## src/rtl/video_param_pkg.sv

```systemverilog
// Shared widths, the 112-bit timing bundle and the qualifier state encoding.
// No logic; no latency; no flow control.
package video_param_pkg;

    localparam int unsigned FIELD_W = 13;
    localparam int unsigned RES_W   = 8;

    typedef struct packed {
        logic [RES_W-1:0]   resolution;
        logic [FIELD_W-1:0] vs_total_num;
        logic [FIELD_W-1:0] hs_total_num;
        logic [FIELD_W-1:0] vsyn_num;
        logic [FIELD_W-1:0] hsyn_num;
        logic [FIELD_W-1:0] video_start_pixel;
        logic [FIELD_W-1:0] video_end_pixel;
        logic [FIELD_W-1:0] video_start_h;
        logic [FIELD_W-1:0] video_end_h;
    } vparam_t;

    typedef enum logic [1:0] {
        UNLOCK  = 2'd0,
        LOCKING = 2'd1,
        LOCKED  = 2'd2,
        LOSING  = 2'd3
    } vp_state_e;

endpackage

```

## src/rtl/video_param_stable_if.sv

```systemverilog
// Measured timing bundle in, stable copy plus lock/update flags out.
// Plain wires; no latency; no backpressure (sampled on frame ticks only).
interface video_param_stable_if;
    import video_param_pkg::*;

    logic               i_video_valid;
    logic [RES_W-1:0]   i_resolution;
    logic [FIELD_W-1:0] i_vs_total_num;
    logic [FIELD_W-1:0] i_hs_total_num;
    logic [FIELD_W-1:0] i_vsyn_num;
    logic [FIELD_W-1:0] i_hsyn_num;
    logic [FIELD_W-1:0] i_video_start_pixel;
    logic [FIELD_W-1:0] i_video_end_pixel;
    logic [FIELD_W-1:0] i_video_start_H;
    logic [FIELD_W-1:0] i_video_end_H;

    logic               o_video_lock;
    logic               o_param_update;
    logic [RES_W-1:0]   o_resolution;
    logic [FIELD_W-1:0] o_vs_total_num;
    logic [FIELD_W-1:0] o_hs_total_num;
    logic [FIELD_W-1:0] o_vsyn_num;
    logic [FIELD_W-1:0] o_hsyn_num;
    logic [FIELD_W-1:0] o_video_start_pixel;
    logic [FIELD_W-1:0] o_video_end_pixel;
    logic [FIELD_W-1:0] o_video_start_H;
    logic [FIELD_W-1:0] o_video_end_H;

    modport slave (
        input  i_video_valid, i_resolution, i_vs_total_num, i_hs_total_num,
               i_vsyn_num, i_hsyn_num, i_video_start_pixel, i_video_end_pixel,
               i_video_start_H, i_video_end_H,
        output o_video_lock, o_param_update, o_resolution, o_vs_total_num,
               o_hs_total_num, o_vsyn_num, o_hsyn_num, o_video_start_pixel,
               o_video_end_pixel, o_video_start_H, o_video_end_H
    );

    modport master (
        output i_video_valid, i_resolution, i_vs_total_num, i_hs_total_num,
               i_vsyn_num, i_hsyn_num, i_video_start_pixel, i_video_end_pixel,
               i_video_start_H, i_video_end_H,
        input  o_video_lock, o_param_update, o_resolution, o_vs_total_num,
               o_hs_total_num, o_vsyn_num, o_hsyn_num, o_video_start_pixel,
               o_video_end_pixel, o_video_start_H, o_video_end_H
    );

endinterface

```

## src/rtl/vsync_edge_sync.sv

```systemverilog
// 3-FF synchronizer plus rising-edge detector giving a registered one-cycle tick.
// Tick appears 4 clocks after the first flop sees the rise; no backpressure.
module vsync_edge_sync (
    input  logic clk_i,
    input  logic rst_ni,
    input  logic async_i,
    output logic tick_o
);

    logic [2:0] sync_q;
    logic       sync_dly_q;
    logic       tick_q;

    always_ff @(posedge clk_i or negedge rst_ni) begin
        if (!rst_ni) begin
            sync_q     <= 3'b000;
            sync_dly_q <= 1'b0;
            tick_q     <= 1'b0;
        end else begin
            sync_q     <= {sync_q[1:0], async_i};
            sync_dly_q <= sync_q[2];
            tick_q     <= sync_q[2] & ~sync_dly_q;
        end
    end

    assign tick_o = tick_q;

endmodule

```

## src/rtl/video_param_stable.sv

```systemverilog
// Frame-rate qualifier: publishes the timing bundle after a run of identical frames, drops lock on bad frames or vsync timeout.
// Outputs registered 1 clock after the frame tick; no backpressure. Option: VIDEO_PARAM_CLEAR_ON_UNLOCK_EN zeroes the stable copy on unlock.
module video_param_stable
    import video_param_pkg::*;
#(
    parameter int unsigned p_stable_frames = 4,
    parameter int unsigned p_lost_frames   = 2,
    parameter int unsigned p_vs_timeout    = 14_850_000
) (
    input  logic                 i_local_clk,
    input  logic                 i_rst_n,
    input  logic                 i_vsyn,
    video_param_stable_if.slave  vp
);

    localparam logic [3:0]  STABLE_N = 4'(p_stable_frames);
    localparam logic [3:0]  LOST_N   = 4'(p_lost_frames);
    localparam logic [23:0] TO_N     = 24'(p_vs_timeout);

    logic      tick;
    logic      timeout;
    logic      good;
    vparam_t   in_bdl;
    vparam_t   snap_q, snap_d;
    vparam_t   out_q, out_d;
    vp_state_e state_q, state_d;
    logic [3:0]  match_q, match_d, match_inc;
    logic [3:0]  miss_q, miss_d, miss_inc;
    logic [23:0] cyc_q, cyc_d;
    logic        upd_q, upd_d;

    vsync_edge_sync u_vsync_edge_sync (
        .clk_i   (i_local_clk),
        .rst_ni  (i_rst_n),
        .async_i (i_vsyn),
        .tick_o  (tick)
    );

    assign in_bdl = '{
        resolution:        vp.i_resolution,
        vs_total_num:      vp.i_vs_total_num,
        hs_total_num:      vp.i_hs_total_num,
        vsyn_num:          vp.i_vsyn_num,
        hsyn_num:          vp.i_hsyn_num,
        video_start_pixel: vp.i_video_start_pixel,
        video_end_pixel:   vp.i_video_end_pixel,
        video_start_h:     vp.i_video_start_H,
        video_end_h:       vp.i_video_end_H
    };

    assign good      = vp.i_video_valid && (in_bdl == snap_q);
    assign match_inc = match_q + 4'd1;
    assign miss_inc  = miss_q + 4'd1;
    // A tick in the same cycle clears the counter and overrides the timeout.
    assign timeout   = !tick && (cyc_q >= TO_N - 24'd1);

    always_comb begin
        cyc_d   = cyc_q;
        state_d = state_q;
        snap_d  = snap_q;
        out_d   = out_q;
        match_d = match_q;
        miss_d  = miss_q;
        upd_d   = 1'b0;

        if (tick) begin
            cyc_d = 24'd0;
        end else if (cyc_q < TO_N) begin
            cyc_d = cyc_q + 24'd1;
        end

        if (timeout) begin
            state_d = UNLOCK;
            match_d = 4'd0;
            miss_d  = 4'd0;
        end else if (tick) begin
            unique case (state_q)
                UNLOCK: begin
                    if (vp.i_video_valid) begin
                        snap_d  = in_bdl;
                        match_d = 4'd1;
                        state_d = LOCKING;
                    end
                end
                LOCKING: begin
                    if (good) begin
                        match_d = match_inc;
                        if (match_inc == STABLE_N) begin
                            out_d   = snap_q;
                            upd_d   = 1'b1;
                            miss_d  = 4'd0;
                            state_d = LOCKED;
                        end
                    end else if (vp.i_video_valid) begin
                        snap_d  = in_bdl;
                        match_d = 4'd1;
                    end else begin
                        match_d = 4'd0;
                        state_d = UNLOCK;
                    end
                end
                LOCKED: begin
                    if (good) begin
                        miss_d = 4'd0;
                    end else if (LOST_N == 4'd1) begin
                        miss_d  = 4'd0;
                        match_d = 4'd0;
                        state_d = UNLOCK;
                    end else begin
                        miss_d  = 4'd1;
                        state_d = LOSING;
                    end
                end
                LOSING: begin
                    if (good) begin
                        miss_d  = 4'd0;
                        state_d = LOCKED;
                    end else if (miss_inc >= LOST_N) begin
                        miss_d  = 4'd0;
                        match_d = 4'd0;
                        state_d = UNLOCK;
                    end else begin
                        miss_d = miss_inc;
                    end
                end
                default: state_d = UNLOCK;
            endcase
        end

`ifdef VIDEO_PARAM_CLEAR_ON_UNLOCK_EN
        if (state_d == UNLOCK && state_q != UNLOCK) begin
            out_d = '0;
        end
`endif
    end

    always_ff @(posedge i_local_clk or negedge i_rst_n) begin
        if (!i_rst_n) begin
            state_q <= UNLOCK;
            snap_q  <= '0;
            out_q   <= '0;
            match_q <= 4'd0;
            miss_q  <= 4'd0;
            cyc_q   <= 24'd0;
            upd_q   <= 1'b0;
        end else begin
            state_q <= state_d;
            snap_q  <= snap_d;
            out_q   <= out_d;
            match_q <= match_d;
            miss_q  <= miss_d;
            cyc_q   <= cyc_d;
            upd_q   <= upd_d;
        end
    end

    // Lock is a pure decode of the registered state, so it falls with the UNLOCK transition.
    assign vp.o_video_lock        = (state_q == LOCKED) || (state_q == LOSING);
    assign vp.o_param_update      = upd_q;
    assign vp.o_resolution        = out_q.resolution;
    assign vp.o_vs_total_num      = out_q.vs_total_num;
    assign vp.o_hs_total_num      = out_q.hs_total_num;
    assign vp.o_vsyn_num          = out_q.vsyn_num;
    assign vp.o_hsyn_num          = out_q.hsyn_num;
    assign vp.o_video_start_pixel = out_q.video_start_pixel;
    assign vp.o_video_end_pixel   = out_q.video_end_pixel;
    assign vp.o_video_start_H     = out_q.video_start_h;
    assign vp.o_video_end_H       = out_q.video_end_h;

endmodule

```

## src/flat_wrapper.sv

```systemverilog
// flat-port wrapper written by rule: the top's interface ports become plain ports
module video_param_stable_flat import video_param_pkg::*;
#(
    parameter int unsigned p_stable_frames = 4,
    parameter int unsigned p_lost_frames   = 2,
    parameter int unsigned p_vs_timeout    = 14_850_000
)
  (i_local_clk, i_rst_n, i_vsyn, vp_i_video_valid, vp_i_resolution, vp_i_vs_total_num, vp_i_hs_total_num, vp_i_vsyn_num, vp_i_hsyn_num, vp_i_video_start_pixel, vp_i_video_end_pixel, vp_i_video_start_H, vp_i_video_end_H, vp_o_video_lock, vp_o_param_update, vp_o_resolution, vp_o_vs_total_num, vp_o_hs_total_num, vp_o_vsyn_num, vp_o_hsyn_num, vp_o_video_start_pixel, vp_o_video_end_pixel, vp_o_video_start_H, vp_o_video_end_H);
  video_param_stable_if vp_i ();
  input  logic i_local_clk;
  input  logic i_rst_n;
  input  logic i_vsyn;
  input wire logic [$bits(vp_i.i_video_valid)-1:0] vp_i_video_valid;
  input wire logic [$bits(vp_i.i_resolution)-1:0] vp_i_resolution;
  input wire logic [$bits(vp_i.i_vs_total_num)-1:0] vp_i_vs_total_num;
  input wire logic [$bits(vp_i.i_hs_total_num)-1:0] vp_i_hs_total_num;
  input wire logic [$bits(vp_i.i_vsyn_num)-1:0] vp_i_vsyn_num;
  input wire logic [$bits(vp_i.i_hsyn_num)-1:0] vp_i_hsyn_num;
  input wire logic [$bits(vp_i.i_video_start_pixel)-1:0] vp_i_video_start_pixel;
  input wire logic [$bits(vp_i.i_video_end_pixel)-1:0] vp_i_video_end_pixel;
  input wire logic [$bits(vp_i.i_video_start_H)-1:0] vp_i_video_start_H;
  input wire logic [$bits(vp_i.i_video_end_H)-1:0] vp_i_video_end_H;
  output wire logic [$bits(vp_i.o_video_lock)-1:0] vp_o_video_lock;
  output wire logic [$bits(vp_i.o_param_update)-1:0] vp_o_param_update;
  output wire logic [$bits(vp_i.o_resolution)-1:0] vp_o_resolution;
  output wire logic [$bits(vp_i.o_vs_total_num)-1:0] vp_o_vs_total_num;
  output wire logic [$bits(vp_i.o_hs_total_num)-1:0] vp_o_hs_total_num;
  output wire logic [$bits(vp_i.o_vsyn_num)-1:0] vp_o_vsyn_num;
  output wire logic [$bits(vp_i.o_hsyn_num)-1:0] vp_o_hsyn_num;
  output wire logic [$bits(vp_i.o_video_start_pixel)-1:0] vp_o_video_start_pixel;
  output wire logic [$bits(vp_i.o_video_end_pixel)-1:0] vp_o_video_end_pixel;
  output wire logic [$bits(vp_i.o_video_start_H)-1:0] vp_o_video_start_H;
  output wire logic [$bits(vp_i.o_video_end_H)-1:0] vp_o_video_end_H;
  assign vp_i.i_video_valid = vp_i_video_valid;
  assign vp_i.i_resolution = vp_i_resolution;
  assign vp_i.i_vs_total_num = vp_i_vs_total_num;
  assign vp_i.i_hs_total_num = vp_i_hs_total_num;
  assign vp_i.i_vsyn_num = vp_i_vsyn_num;
  assign vp_i.i_hsyn_num = vp_i_hsyn_num;
  assign vp_i.i_video_start_pixel = vp_i_video_start_pixel;
  assign vp_i.i_video_end_pixel = vp_i_video_end_pixel;
  assign vp_i.i_video_start_H = vp_i_video_start_H;
  assign vp_i.i_video_end_H = vp_i_video_end_H;
  assign vp_o_video_lock = vp_i.o_video_lock;
  assign vp_o_param_update = vp_i.o_param_update;
  assign vp_o_resolution = vp_i.o_resolution;
  assign vp_o_vs_total_num = vp_i.o_vs_total_num;
  assign vp_o_hs_total_num = vp_i.o_hs_total_num;
  assign vp_o_vsyn_num = vp_i.o_vsyn_num;
  assign vp_o_hsyn_num = vp_i.o_hsyn_num;
  assign vp_o_video_start_pixel = vp_i.o_video_start_pixel;
  assign vp_o_video_end_pixel = vp_i.o_video_end_pixel;
  assign vp_o_video_start_H = vp_i.o_video_start_H;
  assign vp_o_video_end_H = vp_i.o_video_end_H;
  video_param_stable #(.p_stable_frames(p_stable_frames), .p_lost_frames(p_lost_frames), .p_vs_timeout(p_vs_timeout)) u_core (.i_local_clk(i_local_clk), .i_rst_n(i_rst_n), .i_vsyn(i_vsyn), .vp(vp_i));
endmodule
```

## config.mk

```make
export PLATFORM = sky130hd
export DESIGN_NAME = video_param_stable_flat
export DESIGN_NICKNAME = d
export VERILOG_FILES = /design/src/rtl/video_param_pkg.sv /design/src/rtl/video_param_stable_if.sv /design/src/rtl/vsync_edge_sync.sv /design/src/rtl/video_param_stable.sv /design/src/flat_wrapper.sv
export SDC_FILE = /design/constraint.sdc
export NUM_CORES = 1
export LEC_CHECK = 0
export CAP_MARGIN = 20
export CORE_MARGIN = 2
export CORE_UTILIZATION = 35
export CTS_CLUSTER_SIZE = 20
export DETAILED_ROUTE_END_ITERATION = 7
export DONT_BUFFER_PORTS = 1
export GPL_ROUTABILITY_DRIVEN = 0
export PLACE_DENSITY = 0.49
export SLEW_MARGIN = 25
export SYNTH_ARGS = -nofsm -noshare
export SYNTH_HDL_FRONTEND = slang
export SYNTH_SLANG_ARGS = --single-unit
```

## constraint.sdc

```tcl
create_clock -name i_local_clk -period 4.15 [get_ports i_local_clk]
set_clock_uncertainty 0.05 [all_clocks]
set_input_delay 0.83 -clock i_local_clk [delete_from_list [all_inputs] [get_ports i_local_clk]]
set_output_delay 0.83 -clock i_local_clk [all_outputs]
set_load 0.1 [all_outputs]
```

==> impl_results.md <==
* Register area share after synthesis at 0.546
* Crit path kind: reg2reg
* Ys Warns at 0
* Setup TNS at 0 ns
* Drt initial violations at 306
* Total wire length at 29100 µm
* Vias at 6936
* Largest area contributor in the netlist: dfrtp_1
* Core area at 34300 µm²
* Power Internal at 4900 µW
* Initial Util at 0.353
* CTS sink count at 264
* Buffers on Ports at 0
* Slew Viols, Final at 0
* Hold slack at -0.0825 ns
* Reg clk slew, reported paths at 0.06 ns
* Final setup vio count at 0
* N_diodes at 0
* Non-filler instance count after layout at 1402
* Post-Synthesis Cells at 901
* Die Span X at 190 µm
* Yosys cell types at 44
* Yosys reg bits at 264
* Fraction of registers with async set or reset after synthesis at 1.00
* Share of layout cells above drive strength 1 at 0.291
* P per Cell Area at 470 nW/µm²
* Number of global-route vias before repair at 7168
* Startpoint Class: flop
* Nature of the critical path endpoint: flop
* Top cell type's share of synthesized area at 0.546
* Seq pwr share at 0.469
* Dpl hpwl at 20600 µm
* Worst hold path type: in2async
* Remaining Overflow, GRT at 0
* Routed vias/inst at 4.95
* Max Root-Sink Buffers at 3
* Net Switching at 1560 µW
* Power Total at 6460 µW
* Max cap viols at 0
* Most common cell in the netlist: dfrtp_1
* Final Hold Viols at 52
* Status: complete, but fails checks
* Placed insts at 1347
* Critical Path RT at 4.54 ns
* Critical path peak fanout at 21
* Top_reg_cell synth: dfrtp_1
* Combinational cell fraction of total power at 0.104
* Final Critical Period at 3.43 ns
* Largest net degree at the start of global routing at 265
* Initial antenna violation count at 0
* Synth Area per Inst at 13.4 µm²
* Commonest cells post-synth: dfrtp_1 (264), mux2_2 (128), mux2_4 (69), xnor2_1 (69), inv_1 (50)
* Worst-skew pair later-pin latency at 0.56 ns
* Syn_nets at 1022
* Post-DRT Antenna Nets at 0
* Switching share of power at 0.241
* Synth area leaders: dfrtp_1 (55%), mux2_2 (12%), mux2_4 (8.6%)
* Drt pass-1 iters at 6
* Residual DRC at 0
* CTS buffer count at 30
* Post-CTS setup repair buffer count at 0
* H-tree depth at 1
* Tightest Pin Transition at 1.17 ns
* Failing checks: hold timing
* Die Height at 190 µm
* Crit path DAT at 3.82 ns
* VDD IR max at 0.347 mV
* GRT Resource Usage Total at 0.161
* RSZ-0062 raised after global routing: no
* Nets at 1045
* Root Driver: clkbuf_16
* Slew margin rel. at 0.221
* Pleak at 0.00631 µW
* Post-synth EDFFs at 0
* DIE AREA at 36000 µm²
* Post_cts resized at 0
* F_max at 292 MHz
* Row Count at 68
* First-pass GRT wire length at 44800 µm
* Area Overhead vs Synth at 13.6%
* Post-Syn Area at 12100 µm²
* Wirelength per Cell at 20.7 µm
* TritonCTS clock tree: yes
* Clk network pwr share at 0.427
* Fin crit share at 0.826
* Io pins at 230
[cell usage in the layout (no fill, tap or decap), types with 5 or more instances in the layout]
| master | instances |
|---|---|
| mux2_1 | 18 |
| buf_4 | 13 |
| clkbuf_16 | 31 |
| nand4_1 | 23 |
| nor2_1 | 36 |
| nand2b_1 | 7 |
| mux2i_1 | 12 |
| mux2_2 | 128 |
| clkbuf_8 | 11 |
| nor3_1 | 10 |
| nand2_1 | 17 |
| buf_12 | 9 |
| o22ai_1 | 22 |
| ha_1 | 5 |
| dfrtp_1 | 264 |
| xnor2_1 | 69 |
| nor2b_1 | 27 |
| nand3_1 | 16 |
| clkinv_2 | 5 |
| a21oi_1 | 10 |
| inv_1 | 50 |
| mux2_4 | 69 |
| xor2_1 | 27 |
| and3_1 | 6 |
| nor4_1 | 14 |
[worst paths after layout]
path	from	end	slack, ns	cells after the start
min reg2reg	u_core.u_vsync_edge_sync.sync_q[1]	u_core.u_vsync_edge_sync.sync_q[2]	0.30	0
max in group asynchronous	i_rst_n	u_core.vp.o_video_end_H[9]	3.18	0
min in group i_local_clk	i_vsyn	u_core.u_vsync_edge_sync.sync_q[0]	0.24	0
max reg2reg	u_core.snap_q[50]	u_core.vp.o_video_end_pixel[9]	0.72	11
min	i_rst_n	u_core.vp.o_video_start_pixel[4]	-0.08	0
max	u_core.snap_q[50]	u_core.vp.o_video_end_pixel[9]	0.72	11
[state kept, by name (all words and copies together) (netlist names)]
register and flops:
u_core.vp.o_vsyn_num 13, u_core.cyc_q 24, u_core.state_q 2, u_core.vp.o_video_start_H 13, u_core.snap_q 112, u_core.vp.o_video_start_pixel 13
u_core.u_vsync_edge_sync.sync_dly_q 1, u_core.vp.o_video_end_pixel 13, u_core.miss_q 4, u_core.match_q 4, u_core.vp.o_param_update 1, u_core.u_vsync_edge_sync.tick_o 1
u_core.vp.o_video_end_H 13, u_core.vp.o_hsyn_num 13, u_core.vp.o_resolution 8, u_core.u_vsync_edge_sync.sync_q 3, u_core.vp.o_hs_total_num 13, u_core.vp.o_vs_total_num 13
[area by class of cell]
type	count	area [µm²]
Multi-Input combinational cell	556	5050
Sequential cell	264	6610
Clock inverter	9	101
Tap cell	455	569
Clock buffer	46	942
Fill cell	3213	20600
Inverter	50	188
Timing Repair Buffer	22	278
[stage by stage]
step	utilization	instance area (µm²)	worst slack, ns
final	0.401	13700	0.721
after global routing	0.401	13700	0.477
after CTS	0.401	13700	0.624
after detailed placement	0.370	12700	0.238
after global placement	0.370	12700	0.357
after floorplan	-	12100	0.813
[power by group through the flow]
stage               registers (µW)  clock network [µW]  logic [µW]
floorplan                     3000                   0         563
global placement              3070                   0         675
detailed placement            3070                   0         682
CTS                           3030                2860         685
global route                  3070                2960         742
finish                        3030                2760         672
[critical path, cell delays in order, from the launching register on]
cell,delay (ns)
dfrtp_1,0.40
xnor2_1,0.21
nand4_1,0.30
nor4_1,0.41
nand4_1,0.33
nor4_1,0.37
buf_4,0.18
nand4_1,0.15
nor2_4,0.18
buf_12,0.17
buf_12,0.18
mux2_2,0.35
[kinds of logic after synthesis]
group | count (synthesis) | share of synthesized area
flops | 264 | 0.546
mux | 227 | 0.232
simple gates | 170 | 0.0775
xor+xnor | 96 | 0.0696
buf+inv | 81 | 0.0367
compound gates | 58 | 0.0329
fa+ha+maj | 5 | 0.00517
[layer usage]
metal / GRT usage / vias to the layer above / part of all wire
li1: - / 3200 / -
met1: 0.218 / 3518 / 0.44
met2: 0.245 / 175 / 0.45
met3: 0.0574 / 43 / 0.083
met4: 0.0432 / 0 / 0.026
met5: 0 / - / 0
Power figures use the tool's default switching activity.
